[config.mk]
export PLATFORM = sky130hd
export DESIGN_NAME = tx_sample_framer
export DESIGN_NICKNAME = d
export VERILOG_FILES = /design/src/rtl/tx_pkg.sv /design/src/rtl/sync_fifo_16.sv /design/src/rtl/tx_sample_framer.sv
export SDC_FILE = /design/constraint.sdc
export NUM_CORES = 1
export LEC_CHECK = 0
export BUFFER_PORTS_ARGS = -buffer_cell sky130_fd_sc_hd__buf_4
export CAP_MARGIN = 5
export CORE_AREA = 2 2 173 175
export DETAILED_ROUTE_END_ITERATION = 10
export DIE_AREA = 0 0 175 177
export PLACE_DENSITY_LB_ADDON = 0.3
export SLEW_MARGIN = 0
export SYNTH_ARGS = -nofsm -noshare
export SYNTH_HDL_FRONTEND = slang
export SYNTH_SLANG_ARGS = --single-unit
[constraint.sdc]
create_clock -name Clock -period 2.9 [get_ports Clock]
set_clock_uncertainty 0.05 [all_clocks]
set_input_delay 0.29 -clock Clock [delete_from_list [all_inputs] [get_ports Clock]]
set_output_delay 0.29 -clock Clock [all_outputs]
set_load 0.01 [all_outputs]
[src/rtl/tx_pkg.sv]
// tx_pkg: state encoding, byte-request codes and default sync word shared by
// the sample framer and its FIFO.
package tx_pkg;

    // Width of one acquisition sample / transmitted word
    localparam int SAMPLE_W = 16;

    // Framer sequencing states; one word is sent as a high byte then a low byte
    typedef enum logic [1:0] {
        S_Idle  = 2'd0,
        S_ReqHi = 2'd1,
        S_ReqLo = 2'd2
    } state_t;

    // RequestToSend codes seen by the UART transmit wrapper
    localparam logic [1:0] RTS_NONE = 2'b00;
    localparam logic [1:0] RTS_HI   = 2'b10;
    localparam logic [1:0] RTS_LO   = 2'b01;

    // Marker word placed at the head of every frame when headers are enabled
    localparam logic [SAMPLE_W-1:0] SYNC_WORD_DEFAULT = 16'hA55A;

endpackage

[src/rtl/sync_fifo_16.sv]
// sync_fifo_16: single-clock FIFO of 16-bit words with a registered full flag.
// The head word is presented combinationally on dout so the consumer can load
// it on the same edge that pops it. A write that arrives while full is still
// accepted when a pop happens on the same edge, since the pop frees the slot.
module sync_fifo_16
    import tx_pkg::*;
#(
    parameter int DEPTH = 16,
    parameter int AW    = 4
) (
    input  logic                Clock,
    input  logic                Reset,
    input  logic                wr,
    input  logic [SAMPLE_W-1:0] din,
    input  logic                rd,
    output logic [SAMPLE_W-1:0] dout,
    output logic [AW:0]         count,
    output logic                full
);

    localparam logic [AW:0] FULL_COUNT = (AW + 1)'(DEPTH);

    logic [SAMPLE_W-1:0] mem [DEPTH];
    logic [AW-1:0]       wrPtr;
    logic [AW-1:0]       rdPtr;
    logic                doWrite;
    logic                doRead;
    logic [AW:0]         nextCount;

    assign doRead  = rd && (count != '0);
    assign doWrite = wr && (!full || doRead);
    assign dout    = mem[rdPtr];

    // Occupancy after this edge; a simultaneous write and read cancel out
    always_comb begin
        nextCount = count;
        case ({doWrite, doRead})
            2'b10:   nextCount = count + 1'b1;
            2'b01:   nextCount = count - 1'b1;
            default: nextCount = count;
        endcase
    end

    // Storage array; contents need no reset because count gates every read
    always_ff @(posedge Clock) begin
        if (doWrite) begin
            mem[wrPtr] <= din;
        end
    end

    // Pointers wrap naturally at DEPTH because DEPTH is 2**AW
    always_ff @(posedge Clock) begin
        if (Reset) begin
            wrPtr <= '0;
            rdPtr <= '0;
            count <= '0;
            full  <= 1'b0;
        end else begin
            if (doWrite) begin
                wrPtr <= wrPtr + 1'b1;
            end
            if (doRead) begin
                rdPtr <= rdPtr + 1'b1;
            end
            count <= nextCount;
            full  <= (nextCount == FULL_COUNT);
        end
    end

endmodule

[src/rtl/tx_sample_framer.sv]
// tx_sample_framer: buffers 16-bit samples and hands them to the UART transmit
// wrapper one byte at a time, high byte first, advancing only on the matching
// DataReceived acknowledge. RequestToSend always changes on the edge that
// samples the matching acknowledge, so the wrapper never latches a byte twice.
//
// Build option TX_SAMPLE_FRAMER_HEADER_EN: when defined, a SYNC_WORD header is
// sent before every FRAME_LEN samples, and the FRAME_LEN / SYNC_WORD parameters
// exist. When undefined, there is no header logic and no frame counter.
module tx_sample_framer
    import tx_pkg::*;
#(
    parameter int DEPTH = 16,
    parameter int AW    = 4
`ifdef TX_SAMPLE_FRAMER_HEADER_EN
    ,
    parameter int                  FRAME_LEN = 64,
    parameter logic [SAMPLE_W-1:0] SYNC_WORD = SYNC_WORD_DEFAULT
`endif
) (
    input  logic                Clock,
    input  logic                Reset,
    input  logic                SampleValid,
    input  logic [SAMPLE_W-1:0] SampleData,
    output logic                Full,
    output logic                Overflow,
    input  logic                ClearOverflow,
    output logic [AW:0]         Count,
    output logic [SAMPLE_W-1:0] Data,
    output logic [1:0]          RequestToSend,
    input  logic [1:0]          DataReceived,
    output logic                Busy
);

    state_t              state;
    logic [SAMPLE_W-1:0] headWord;
    logic [AW:0]         fifoCount;
    logic                fifoFull;
    logic                leaveIdle;
    logic                pop;
    logic                dropWord;

`ifdef TX_SAMPLE_FRAMER_HEADER_EN
    logic [15:0] frameCnt;
    logic        headerSent;
    logic        headerDue;

    // A header is owed at the start of a frame until it has been sent once
    assign headerDue = (frameCnt == 16'd0) && !headerSent;
`endif

    assign leaveIdle = (state == S_Idle) && (fifoCount != '0);

`ifdef TX_SAMPLE_FRAMER_HEADER_EN
    assign pop = leaveIdle && !headerDue;
`else
    assign pop = leaveIdle;
`endif

    // A word is lost only when the FIFO is full and no pop frees a slot
    assign dropWord = SampleValid && fifoFull && !pop;

    assign Full  = fifoFull;
    assign Count = fifoCount;
    assign Busy  = (state != S_Idle) || (fifoCount != '0);

    sync_fifo_16 #(
        .DEPTH (DEPTH),
        .AW    (AW)
    ) fifo (
        .Clock (Clock),
        .Reset (Reset),
        .wr    (SampleValid),
        .din   (SampleData),
        .rd    (pop),
        .dout  (headWord),
        .count (fifoCount),
        .full  (fifoFull)
    );

    // Sticky overflow flag; a new drop outranks a clear in the same cycle
    always_ff @(posedge Clock) begin
        if (Reset) begin
            Overflow <= 1'b0;
        end else if (dropWord) begin
            Overflow <= 1'b1;
        end else if (ClearOverflow) begin
            Overflow <= 1'b0;
        end
    end

`ifdef TX_SAMPLE_FRAMER_HEADER_EN
    // Frame bookkeeping: note a sent header, then count popped samples per frame
    always_ff @(posedge Clock) begin
        if (Reset) begin
            frameCnt   <= 16'd0;
            headerSent <= 1'b0;
        end else if (leaveIdle) begin
            if (headerDue) begin
                headerSent <= 1'b1;
            end else begin
                headerSent <= 1'b0;
                if (frameCnt == 16'(FRAME_LEN - 1)) begin
                    frameCnt <= 16'd0;
                end else begin
                    frameCnt <= frameCnt + 16'd1;
                end
            end
        end
    end
`endif

    // Byte sequencer: load a word on leaving idle, then step hi -> lo -> idle on acks
    always_ff @(posedge Clock) begin
        if (Reset) begin
            state         <= S_Idle;
            RequestToSend <= RTS_NONE;
            Data          <= '0;
        end else begin
            case (state)
                S_Idle: begin
                    if (fifoCount != '0) begin
`ifdef TX_SAMPLE_FRAMER_HEADER_EN
                        Data <= headerDue ? SYNC_WORD : headWord;
`else
                        Data <= headWord;
`endif
                        RequestToSend <= RTS_HI;
                        state         <= S_ReqHi;
                    end else begin
                        RequestToSend <= RTS_NONE;
                    end
                end
                S_ReqHi: begin
                    if (DataReceived[1]) begin
                        RequestToSend <= RTS_LO;
                        state         <= S_ReqLo;
                    end
                end
                S_ReqLo: begin
                    if (DataReceived[0]) begin
                        RequestToSend <= RTS_NONE;
                        state         <= S_Idle;
                    end
                end
                default: begin
                    RequestToSend <= RTS_NONE;
                    state         <= S_Idle;
                end
            endcase
        end
    end

endmodule

==> results of run 1 <==
==> stage by stage <==
stage | utilization [%] | setup WS (ns) | area (µm²) | TNS, ns | hold WS [ns]
floorplan | - | -0.0971 | 11600 | -0.0971 | 0.339
global placement | 42.8 | 0.0731 | 12500 | 0 | 0.409
detailed placement | 42.8 | -0.119 | 12500 | -0.119 | 0.425
CTS | 47.4 | 0.0110 | 13900 | 0 | 0.00594
global route | 47.5 | 0.0171 | 13900 | 0 | 0.0137
finish | 47.5 | 0.0913 | 13900 | 0 | 0.0145
==> critical path: stages (launching register included) <==
cell and delay, ns:
sky130_fd_sc_hd__dfxtp_1 0.32, sky130_fd_sc_hd__or3_4 0.43, sky130_fd_sc_hd__o211a_1 0.27, sky130_fd_sc_hd__inv_2 0.08, sky130_fd_sc_hd__ha_4 0.16, sky130_fd_sc_hd__xor2_2 0.16, sky130_fd_sc_hd__ha_4 0.19, sky130_fd_sc_hd__nand2_1 0.09
sky130_fd_sc_hd__o221a_1 0.24, sky130_fd_sc_hd__or3_4 0.40, sky130_fd_sc_hd__a2111oi_4 0.30
==> cells by family after synthesis <==
group	count (synthesis)	share of synthesized area, %
DFF	291	72.7
buffers and inverters	45	2.73
adders and majority gates	8	0.868
AOI/OAI and AO/OA	95	6.26
xor gates and xnor gates	8	0.607
muxes	100	12.3
and+or+nand+nor	102	4.54
==> sequential cells by signal, indices dropped and copies added, names as in the netlist <==
| signal | count |
|---|---|
| RequestToSend | 2 |
| fifo.wrPtr | 4 |
| Overflow | 1 |
| state | 2 |
| fifo.full | 1 |
| fifo.rdPtr | 4 |
| Data | 16 |
| fifo.count | 5 |
| fifo.mem | 256 |
==> layout by cell type, fill, tap and decap left out, drive strengths merged, types with 13 or more instances in the layout <==
master         n
o22ai         32
edfxtp       256
clkbuf        36
dlygate4sd3   17
clkinv        13
nor2          35
nor3          22
mux2i         67
mux4          32
a211oi        17
buf           86
a22oi         17
dfxtp         35
==> metal layers <==
metal  up-vias  routed length (µm)  part of all wire [%]  global-route usage, %
li1       2796                   -                     -                      -
met1      3228               11400                    43                   23.2
met2       230               12600                    48                   28.8
met3        48                1580                   6.0                   2.92
met4         0                 668                   2.5                   4.44
met5         -                   0                     0                      0
==> power breakdown <==
group	internal (mW)	total (mW)	leakage [nW]	switching, mW
registers	4.80	4.96	2.60	0.162
logic	1.18	2.77	1.27	1.58
clock network	2.60	4.19	0.545	1.59
==> cell usage after synthesis, drive strengths merged, types with 3 or more instances <==
library cell / number
a211oi: 17
a21oi: 9
a22oi: 17
buf: 27
clkbuf: 11
dfxtp: 35
edfxtp: 256
ha: 8
inv: 7
mux2i: 67
mux4: 32
nand2: 11
nor2: 35
nor2b: 6
nor3: 22
nor3b: 11
o211ai: 3
o21ai: 8
o22ai: 32
or3: 5
xnor2: 3
xor2: 5
==> final timing paths <==
path,cells after the start,endpoint,slack [ns]
setup / recovery,10,fifo.full,0.09
hold / removal,1,fifo.mem[5][12],0.01
setup reg to reg,10,fifo.full,0.09
hold reg to reg,2,RequestToSend[0],0.44
==> final cells by class <==
class / count / area, µm²
sequential: 291 / 8400
clock inverter: 20 / 304
tap: 390 / 488
fill: 2423 / 15400
multi-input combinational: 313 / 2970
clock buffer: 36 / 803
inverter: 7 / 28.8
timing repair buffer: 103 / 891
==> repair_timing <==
item	4_1_cts	5_1_grt
buffers inserted	2	0
gates resized for setup	7	5
setup endpoints to repair	1	1
gates cloned	0	0
pin swaps	3	6
hold buffers	17	0
endpoints found under the hold margin	179	0
==> parameters.txt, run 1 <==
Parameter                              Value

Place
  Port Buffer Count    47
  Detail Placement HPWL    15300 µm
  Placed cell count    1085
  Placer congestion estimate    0.815

Logic synthesis
  Portion of the post-synthesis area used by sequential elements    72.7%
  Count of distinct cell types in the synthesized netlist    53
  Number of warnings printed during yosys synthesis    0
  Cell accounting for the most synthesized area    sky130_fd_sc_hd__edfxtp_1
  Proportion of netlist area held by the largest area contributor    66.6%
  Ys flop type    sky130_fd_sc_hd__edfxtp_1
  Count of flip-flops with a built-in enable after synthesis    256
  Synthesized area    11500 µm²
  Avg Inst Size Synth    17.8 µm²
  Dominant cells by area after synthesis    sky130_fd_sc_hd__edfxtp_1 (67%), sky130_fd_sc_hd__dfxtp_1 (6.1%), sky130_fd_sc_hd__mux2i_1 (5.8%)
  Number of nets in the synthesized netlist    679
  Count of state elements after synthesis    291
  Synthesized netlist cell count    649
  Fraction of registers with async set/reset    0%

STA
  Setup repair after global routing missed its margin    no
  Normalized max-slew margin    41.7%
  Transition at the pin with the smallest max-transition slack    0.874 ns
  Max-slew violation count    0
  Share of the clock period used by the worst path after layout    96.9%
  Hold Vio Cnt, Final    0
  Min cycle time layout    2.81 ns
  Upper clock frequency limit    356 MHz
  Final setup vio count    0

Critical path
  Category of the worst setup path capture point    flip-flop
  Highest fanout seen on the critical path    5
  Crit path from    fifo.count[0]
  CP arrival    3.20 ns
  CP Data Required Time    3.29 ns
  Critical Setup Path Class    flip-flop to flip-flop
  Startpoint of the lowest-slack register-to-register path    fifo.count[0]
  Element type at the critical path start    flip-flop

Final layout
  Number of nets in the layout    776
  Post-route non-filler standard cell count    1160
  Ant diodes    0
  Fraction of final layout cells with drive strength greater than 1    27.1%
  Layout overhead on the synthesized area    20.3%

Clock tree
  Cell chosen for the clock root    sky130_fd_sc_hd__clkbuf_16
  Clock-pin slew of the registers on the worst-case setup and hold paths    0.06 ns
  Clock latency reported for the late side of the worst-skew pair    0.56 ns
  Max Buffers Root-to-Sink    3
  CTS tree    done
  Clk sink count    291
  Total CTS buffers    30
  Depth of the CTS H-tree    1

Floorplanning
  Overall die area    31000 µm²
  Ports placed on the boundary    48
  Effective utilization at floorplan    39.5%
  Chip height    177 µm
  Number of core rows    63
  Die outline width    175 µm
  Core ar.    29200 µm²

Pwr
  IR Drop Worst-Case VDD    0.000575 V
  Power per standard cell area    859 nW/µm²
  Final total power    11.9 mW
  Leak Pwr    4.42 nW

Detailed routing
  Starting DRC count in detailed routing    568
  Total length of routed wires    26300 µm
  Vias after detailed routing    6302
  First-pass iteration count of the detailed router    5
  ANT nets after route    0
  Routed vias/inst    5.43
  Post-detailed-route DRC marker count    0
  Routed wire length per instance    22.7 µm

Worst hold path
  Min-Delay Startpoint    SampleData[12]
  Type of the worst min-delay path    input port to flip-flop

Global route
  Pin count of the biggest net entering global routing    65
  Antenna violations before repair    0
  Residual overflow from global routing    0
  Wire length of the first global-routing pass    39800 µm
  Via count of the first global-routing pass    6544
  Tot GR Track Use    17.1%

Flow run
  Max-cap violations    0

Outcome
  Status    completed
(Power assumes the default switching activity.)
==> run 2: changes to the inputs <==
--- a/config.mk
+++ b/config.mk
@@ -5,11 +5,12 @@
 export SDC_FILE = /design/constraint.sdc
 export NUM_CORES = 1
 export LEC_CHECK = 0
+export ABC_AREA = 1
 export BUFFER_PORTS_ARGS = -buffer_cell sky130_fd_sc_hd__buf_4
 export CAP_MARGIN = 5
-export CORE_AREA = 2 2 173 175
+export CORE_AREA = 2 2 175 177
 export DETAILED_ROUTE_END_ITERATION = 10
-export DIE_AREA = 0 0 175 177
+export DIE_AREA = 0 0 177 179
 export PLACE_DENSITY_LB_ADDON = 0.3
 export SLEW_MARGIN = 0
 export SYNTH_ARGS = -nofsm -noshare
==> run 2 against run 1 <==
Synthesized cell count grew 63%. Register-to-register slack gained 0.31 ns. Die area grew 2.3%. Non-clock buffer count shrank 25. Power grew 1.7%. Design area shrank 1.6%. Critical endpoint unchanged. Largest power group unchanged.
==> parameters.txt, run 2 <==
Parameter                              Value

Critical path
  Element type at the critical path start    flip-flop
  CP arrival    2.94 ns
  Highest fanout seen on the critical path    9
  Critical Setup Path Class    flip-flop to flip-flop
  CP Data Required Time    3.34 ns
  Category of the worst setup path capture point    flip-flop

STA
  Hold Vio Cnt, Final    0
  Final setup vio count    0
  Transition at the pin with the smallest max-transition slack    0.824 ns
  Min cycle time layout    2.50 ns
  Upper clock frequency limit    399 MHz
  Normalized max-slew margin    45.1%
  Sum Neg Setup Slack    0 ns
  Max-slew violation count    0
  Setup repair after global routing missed its margin    no
  Share of the clock period used by the worst path after layout    86.3%

Final layout
  Post-route non-filler standard cell count    1529
  Utilization of the core after routing    45.5%
  Number of nets in the layout    1139
  Most common library cell in the layout ignoring fill and taps    sky130_fd_sc_hd__nor2_1
  Number of flip-flops in the largest register    256
  Fraction of final layout cells with drive strength greater than 1    12.0%
  Fillers    2752
  Commonest cells after routing, fill and taps aside    sky130_fd_sc_hd__nor2_1 (303), sky130_fd_sc_hd__edfxtp_1 (256), sky130_fd_sc_hd__nand3_1 (126)
  Post-layout instance area    13700 µm²
  Layout overhead on the synthesized area    15.8%
  Most flop-heavy register    fifo.mem
  Top Registers    fifo.mem: 256 flops, Data: 16 flops, fifo.count: 5 flops
  Ant diodes    0

Place
  Placed inst area    12700 µm²
  Placed cell count    1466
  Placer congestion estimate    0.810
  Port Buffer Count    47
  Detail Placement HPWL    17100 µm

Clock tree
  CTS tree    done
  Total CTS buffers    31
  Max Buffers Root-to-Sink    3
  Clk sink count    291
  Clock latency reported for the late side of the worst-skew pair    0.56 ns
  Clock-pin slew of the registers on the worst-case setup and hold paths    0.06 ns
  Cell chosen for the clock root    sky130_fd_sc_hd__clkbuf_16
  Depth of the CTS H-tree    1
  Post-CTS setup buffer count    0

Logic synthesis
  Number of warnings printed during yosys synthesis    0
  Dominant cells by area after synthesis    sky130_fd_sc_hd__edfxtp_1 (65%), sky130_fd_sc_hd__nor2_1 (10%), sky130_fd_sc_hd__dfxtp_1 (5.9%)
  Synthesized area    11800 µm²
  Portion of the post-synthesis area used by sequential elements    71.1%
  Count of flip-flops with a built-in enable after synthesis    256
  Ys flop type    sky130_fd_sc_hd__edfxtp_1
  Cell accounting for the most synthesized area    sky130_fd_sc_hd__edfxtp_1
  Proportion of netlist area held by the largest area contributor    65.1%
  Fraction of registers with async set/reset    0%
  Count of distinct cell types in the synthesized netlist    24
  Leading post-synthesis cells by instance count    sky130_fd_sc_hd__nor2_1 (319), sky130_fd_sc_hd__edfxtp_1 (256), sky130_fd_sc_hd__nand3_1 (126), sky130_fd_sc_hd__o21ai_0 (123), sky130_fd_sc_hd__nand2_1 (56)
  Count of state elements after synthesis    291
  Number of nets in the synthesized netlist    1086
  Avg Inst Size Synth    11.2 µm²
  Cell with the most instances after synthesis    sky130_fd_sc_hd__nor2_1
  Synthesized netlist cell count    1056

Worst hold path
  Type of the worst min-delay path    input port to flip-flop

Floorplanning
  Core ar.    30000 µm²
  Number of core rows    64
  Ports placed on the boundary    48
  Die outline width    177 µm
  Overall die area    31700 µm²
  Effective utilization at floorplan    39.3%
  Chip height    179 µm

Global route
  Via count of the first global-routing pass    7539
  Wire length of the first global-routing pass    44500 µm
  Pin count of the biggest net entering global routing    131
  Tot GR Track Use    18.5%
  Residual overflow from global routing    0
  Antenna violations before repair    0

Pwr
  Final total power    12.1 mW
  IR Drop Worst-Case VDD    0.000609 V
  Power per standard cell area    887 nW/µm²
  Leak Pwr    4.91 nW

Detailed routing
  ANT nets after route    0
  First-pass iteration count of the detailed router    5
  Routed vias/inst    5.14
  Post-detailed-route DRC marker count    0
  Starting DRC count in detailed routing    793
  Routed wire length per instance    19.0 µm
  Vias after detailed routing    7865
  Total length of routed wires    29100 µm

Outcome
  Status    completed

Flow run
  Max-cap violations    0
run 2: timing repair:
| action | in CTS | in global routing |
|---|---|---|
| endpoints found under the hold margin | 9 | 0 |
| endpoints found under the setup margin | 0 | 1 |
| resized for setup | 0 | 1 |
| hold buffers | 6 | 0 |
run 2: cells by family (layout without fill, tap and decap cells):
kind of cell	Yosys count	after routing	share of synthesized area, %
DFF	291	291	71.1
adders and majority gates	8	8	0.848
xor gates and xnor gates	2	2	0.148
muxes	1	1	0.0848
AOI/OAI and AO/OA	146	146	6.31
and+or+nand+nor	509	509	17.7
buffers and inverters	99	176	3.82
run 2: metal layers:
metal	wire length [µm]	part of all wire (%)	up-vias	global-route usage, %
met1	13000	45	3884	25.2
met3	1280	4.4	44	2.40
met5	0	0	-	0
met4	549	1.9	0	4.89
met2	14300	49	174	31.3
li1	-	-	3763	-
run 2: stage by stage:
stage,hold slack (ns),worst slack [ns]
detailed placement,0.414,0.377
floorplan,0.339,0.619
finish,0.0310,0.397
global route,0.0200,0.0183
global placement,0.405,0.409
CTS,0.0143,0.354
run 2: cell type report:
type / count / area, µm² / area share [%]
Sequential cell: 291 / 8390 / 61.4
Tap cell: 396 / 495 / 3.63
Timing Repair Buffer: 78 / 701 / 5.13
Inverter: 41 / 154 / 1.13
Multi-Input combinational cell: 666 / 3010 / 22.0
Clock buffer: 44 / 855 / 6.25
Clock inverter: 13 / 62.6 / 0.458
run 2: report_power, final:
| group | total, mW | switching [mW] | internal [mW] |
|---|---|---|---|
| combinational | 3.61 | 2.43 | 1.18 |
| clock | 3.59 | 1.56 | 2.03 |
| sequential | 4.92 | 0.127 | 4.80 |
| total | 12.1 | 4.12 | 8.00 |
run 2: worst paths after layout:
kind	start	end	slack, ns	cells past startpoint
setup / recovery	fifo.count[1]	fifo.full	0.40	19
hold / removal	SampleData[8]	fifo.mem[10][8]	0.03	1
setup reg to reg	fifo.count[1]	fifo.full	0.40	19
hold reg to reg	RequestToSend[0]	RequestToSend[0]	0.41	2
run 2: critical path, stage by stage (launching register included):
cell,delay [ns]
sky130_fd_sc_hd__dfxtp_1,0.35
sky130_fd_sc_hd__nor2_1,0.14
sky130_fd_sc_hd__nand4_1,0.14
sky130_fd_sc_hd__nand2_2,0.20
sky130_fd_sc_hd__nand2_1,0.08
sky130_fd_sc_hd__nand2_1,0.17
sky130_fd_sc_hd__ha_2,0.27
sky130_fd_sc_hd__nand2_1,0.06
sky130_fd_sc_hd__inv_1,0.07
sky130_fd_sc_hd__nor2_1,0.06
sky130_fd_sc_hd__ha_1,0.17
sky130_fd_sc_hd__inv_1,0.05
sky130_fd_sc_hd__nand2_1,0.09
sky130_fd_sc_hd__inv_1,0.07
sky130_fd_sc_hd__nand2_1,0.05
sky130_fd_sc_hd__nand3_1,0.10
sky130_fd_sc_hd__nand2_1,0.06
sky130_fd_sc_hd__nor2_1,0.08
sky130_fd_sc_hd__nand3_1,0.08
sky130_fd_sc_hd__nor2_1,0.10
==> run 3: changes to the inputs <==
--- a/config.mk
+++ b/config.mk
@@ -12,7 +12,8 @@
 export DETAILED_ROUTE_END_ITERATION = 10
 export DIE_AREA = 0 0 177 179
 export PLACE_DENSITY_LB_ADDON = 0.3
-export SLEW_MARGIN = 0
+export RECOVER_POWER = 25
+export SLEW_MARGIN = 20
 export SYNTH_ARGS = -nofsm -noshare
 export SYNTH_HDL_FRONTEND = slang
 export SYNTH_SLANG_ARGS = --single-unit
==> run 3 against run 2 <==
Routed wire length shrank 0.23%. Worst hold slack improved by 0.073 ns. Clock power is essentially flat. Utilization decreased by 0.19 points. Sequential share of layout area up 0.25 points. Die area unchanged. Non-clock buffer count stayed put. Via count about the same. Largest power group unchanged. Critical path depth unchanged. Cell count is the same.
==> parameters.txt, run 3 (synthesized netlist as in run 2, its figures left out) <==
Parameter                              Value

Outcome
  Status    completed

STA
  Max-slew violation count    0
  Transition at the pin with the smallest max-transition slack    0.905 ns
  Share of the clock period used by the worst path after layout    86.5%
  Final setup vio count    0
  Min cycle time layout    2.51 ns
  Setup repair after global routing missed its margin    no
  Sum Neg Setup Slack    0 ns
  Upper clock frequency limit    399 MHz
  Hold Vio Cnt, Final    0
  Normalized max-slew margin    39.6%

Pwr
  Sequential fraction of design power    40.6%
  IR Drop Worst-Case VDD    0.000614 V
  Switching part of the total power    34.0%
  P_int    7.99 mW
  Final total power    12.1 mW
  Part of the total power dissipated in the clock network    29.6%
  Switching component of the power    4.12 mW
  Combinational power share    29.8%
  Leak Pwr    4.85 nW
  Power per standard cell area    890 nW/µm²

Critical path
  Buffers plus inverters on the worst setup path    3
  Element type at the critical path start    flip-flop
  Cell chain of the critical path    nor2_1 -> nand4_1 -> nand2_2 -> nand2_1 -> nand2_1 -> ha_2 -> nand2_1 -> inv_1 -> nor2_1 -> ha_1 -> inv_1 -> nand2_1 -> inv_1 -> nand2_1 -> nand3_1 -> nand2_1 -> nor2_1 -> nand3_1 -> nor2_1
  Critical Setup Path Class    flip-flop to flip-flop
  CP arrival    2.95 ns
  Category of the worst setup path capture point    flip-flop
  Delay of the slowest critical-path stage    0.35 ns
  Cell with the most instances on the worst path    sky130_fd_sc_hd__nand2_1
  Cell with the largest stage delay on the worst path    sky130_fd_sc_hd__dfxtp_1
  Highest fanout seen on the critical path    9
  CP Data Required Time    3.34 ns
  Cell family with the largest share of critical-path delay    simple AND/OR/NAND/NOR gates

Detailed routing
  Vias after detailed routing    7863
  Routed vias/inst    5.14
  Total length of routed wires    29000 µm
  Starting DRC count in detailed routing    805
  Post-detailed-route DRC marker count    0
  ANT nets after route    0
  First-pass iteration count of the detailed router    4
  Routed wire length per instance    19.0 µm

Global route
  Antenna violations before repair    0
  Residual overflow from global routing    0
  Wire length of the first global-routing pass    44500 µm
  Pin count of the biggest net entering global routing    131
  Tot GR Track Use    18.5%
  Via count of the first global-routing pass    7539

Final layout
  Layout overhead on the synthesized area    15.3%
  Commonest cells after routing, fill and taps aside    sky130_fd_sc_hd__nor2_1 (303), sky130_fd_sc_hd__edfxtp_1 (256), sky130_fd_sc_hd__nand3_1 (126)
  Most flop-heavy register    fifo.mem
  Most common library cell in the layout ignoring fill and taps    sky130_fd_sc_hd__nor2_1
  Number of nets in the layout    1139
  Top Registers    fifo.mem: 256 flops, Data: 16 flops, fifo.count: 5 flops
  Number of flip-flops in the largest register    256
  Post-route non-filler standard cell count    1529
  Ant diodes    0
  Fraction of final layout cells with drive strength greater than 1    10.7%
  Fillers    2760

Clock tree
  Max Buffers Root-to-Sink    3
  Clk sink count    291
  Clock-pin slew of the registers on the worst-case setup and hold paths    0.06 ns
  CTS tree    done
  Total CTS buffers    31
  Cell chosen for the clock root    sky130_fd_sc_hd__clkbuf_16
  Clock latency reported for the late side of the worst-skew pair    0.57 ns
  Depth of the CTS H-tree    1

Flow run
  Max-cap violations    0

Floorplanning
  Number of core rows    64
  Chip height    179 µm
  Overall die area    31700 µm²
  Effective utilization at floorplan    39.3%
  Core ar.    30000 µm²
  Ports placed on the boundary    48
  Die outline width    177 µm

Worst hold path
  Type of the worst min-delay path    input port to flip-flop

Place
  Placed cell count    1466
  Detail Placement HPWL    17100 µm
  Port Buffer Count    47
  Placer congestion estimate    0.810
[run 3: power by group through the flow]
stage / sequential [mW] / clock, mW / combinational, mW
2_1_floorplan: 5.04 / 0 / 2.52
3_3_place_gp: 5.01 / 0 / 3.59
3_5_place_dp: 5.01 / 0 / 3.62
4_1_cts: 4.93 / 3.66 / 3.64
5_1_grt: 4.95 / 3.83 / 4.11
6_report: 4.92 / 3.59 / 3.61
[run 3: final cells by class]
type                            instances  area, µm²  area share [%]
Timing Repair Buffer                   78        644            4.73
Clock buffer                           44        855            6.28
Multi-Input combinational cell        666       3010            22.1
Clock inverter                         13       62.6           0.460
Sequential cell                       291       8390            61.7
Tap cell                              396        495            3.64
Inverter                               41        154            1.13
[run 3: worst register-to-register path, delay by kind of cell, from the launching register on]
family | cells | cell delay, ns
and+or+nand+nor | 14 | 1.41
adders and majority gates | 2 | 0.45
DFF | 1 | 0.35
buffers and inverters | 3 | 0.19
[run 3: path summary, 6_finish.rpt]
check	start	endpoint	slack [ns]	cells past startpoint
setup / recovery	fifo.count[1]	fifo.full	0.39	19
hold / removal	Reset	fifo.count[0]	0.10	2
setup reg to reg	fifo.count[1]	fifo.full	0.39	19
hold reg to reg	RequestToSend[0]	RequestToSend[0]	0.41	2
[run 3: metal layers]
| metal | vias to the layer above | GRT usage (%) | routed length, µm |
|---|---|---|---|
| met1 | 3859 | 25.2 | 12700 |
| met5 | - | 0 | 0 |
| met2 | 202 | 31.3 | 14300 |
| met3 | 44 | 2.40 | 1450 |
| met4 | 0 | 4.89 | 546 |
| li1 | 3758 | - | - |
[run 3: per-stage QoR]
step | worst slack, ns | hold WS [ns] | cell area (µm²) | utilization (%)
3_5_place_dp | 0.377 | 0.414 | 12700 | 42.2
3_3_place_gp | 0.409 | 0.405 | 12700 | 42.2
4_1_cts | 0.354 | 0.0143 | 13700 | 45.5
2_1_floorplan | 0.619 | 0.339 | 11800 | -
5_1_grt | 0.0183 | 0.103 | 13600 | 45.3
6_report | 0.392 | 0.104 | 13600 | 45.3
[run 3: what timing repair did]
| item | CTS | global route |
|---|---|---|
| hold buffers | 6 | 0 |
| buffers inserted | 0 | 0 |
| hold endpoints to repair | 9 | 0 |
| gates resized for setup | 0 | 1 |
| setup endpoints to repair | 0 | 1 |
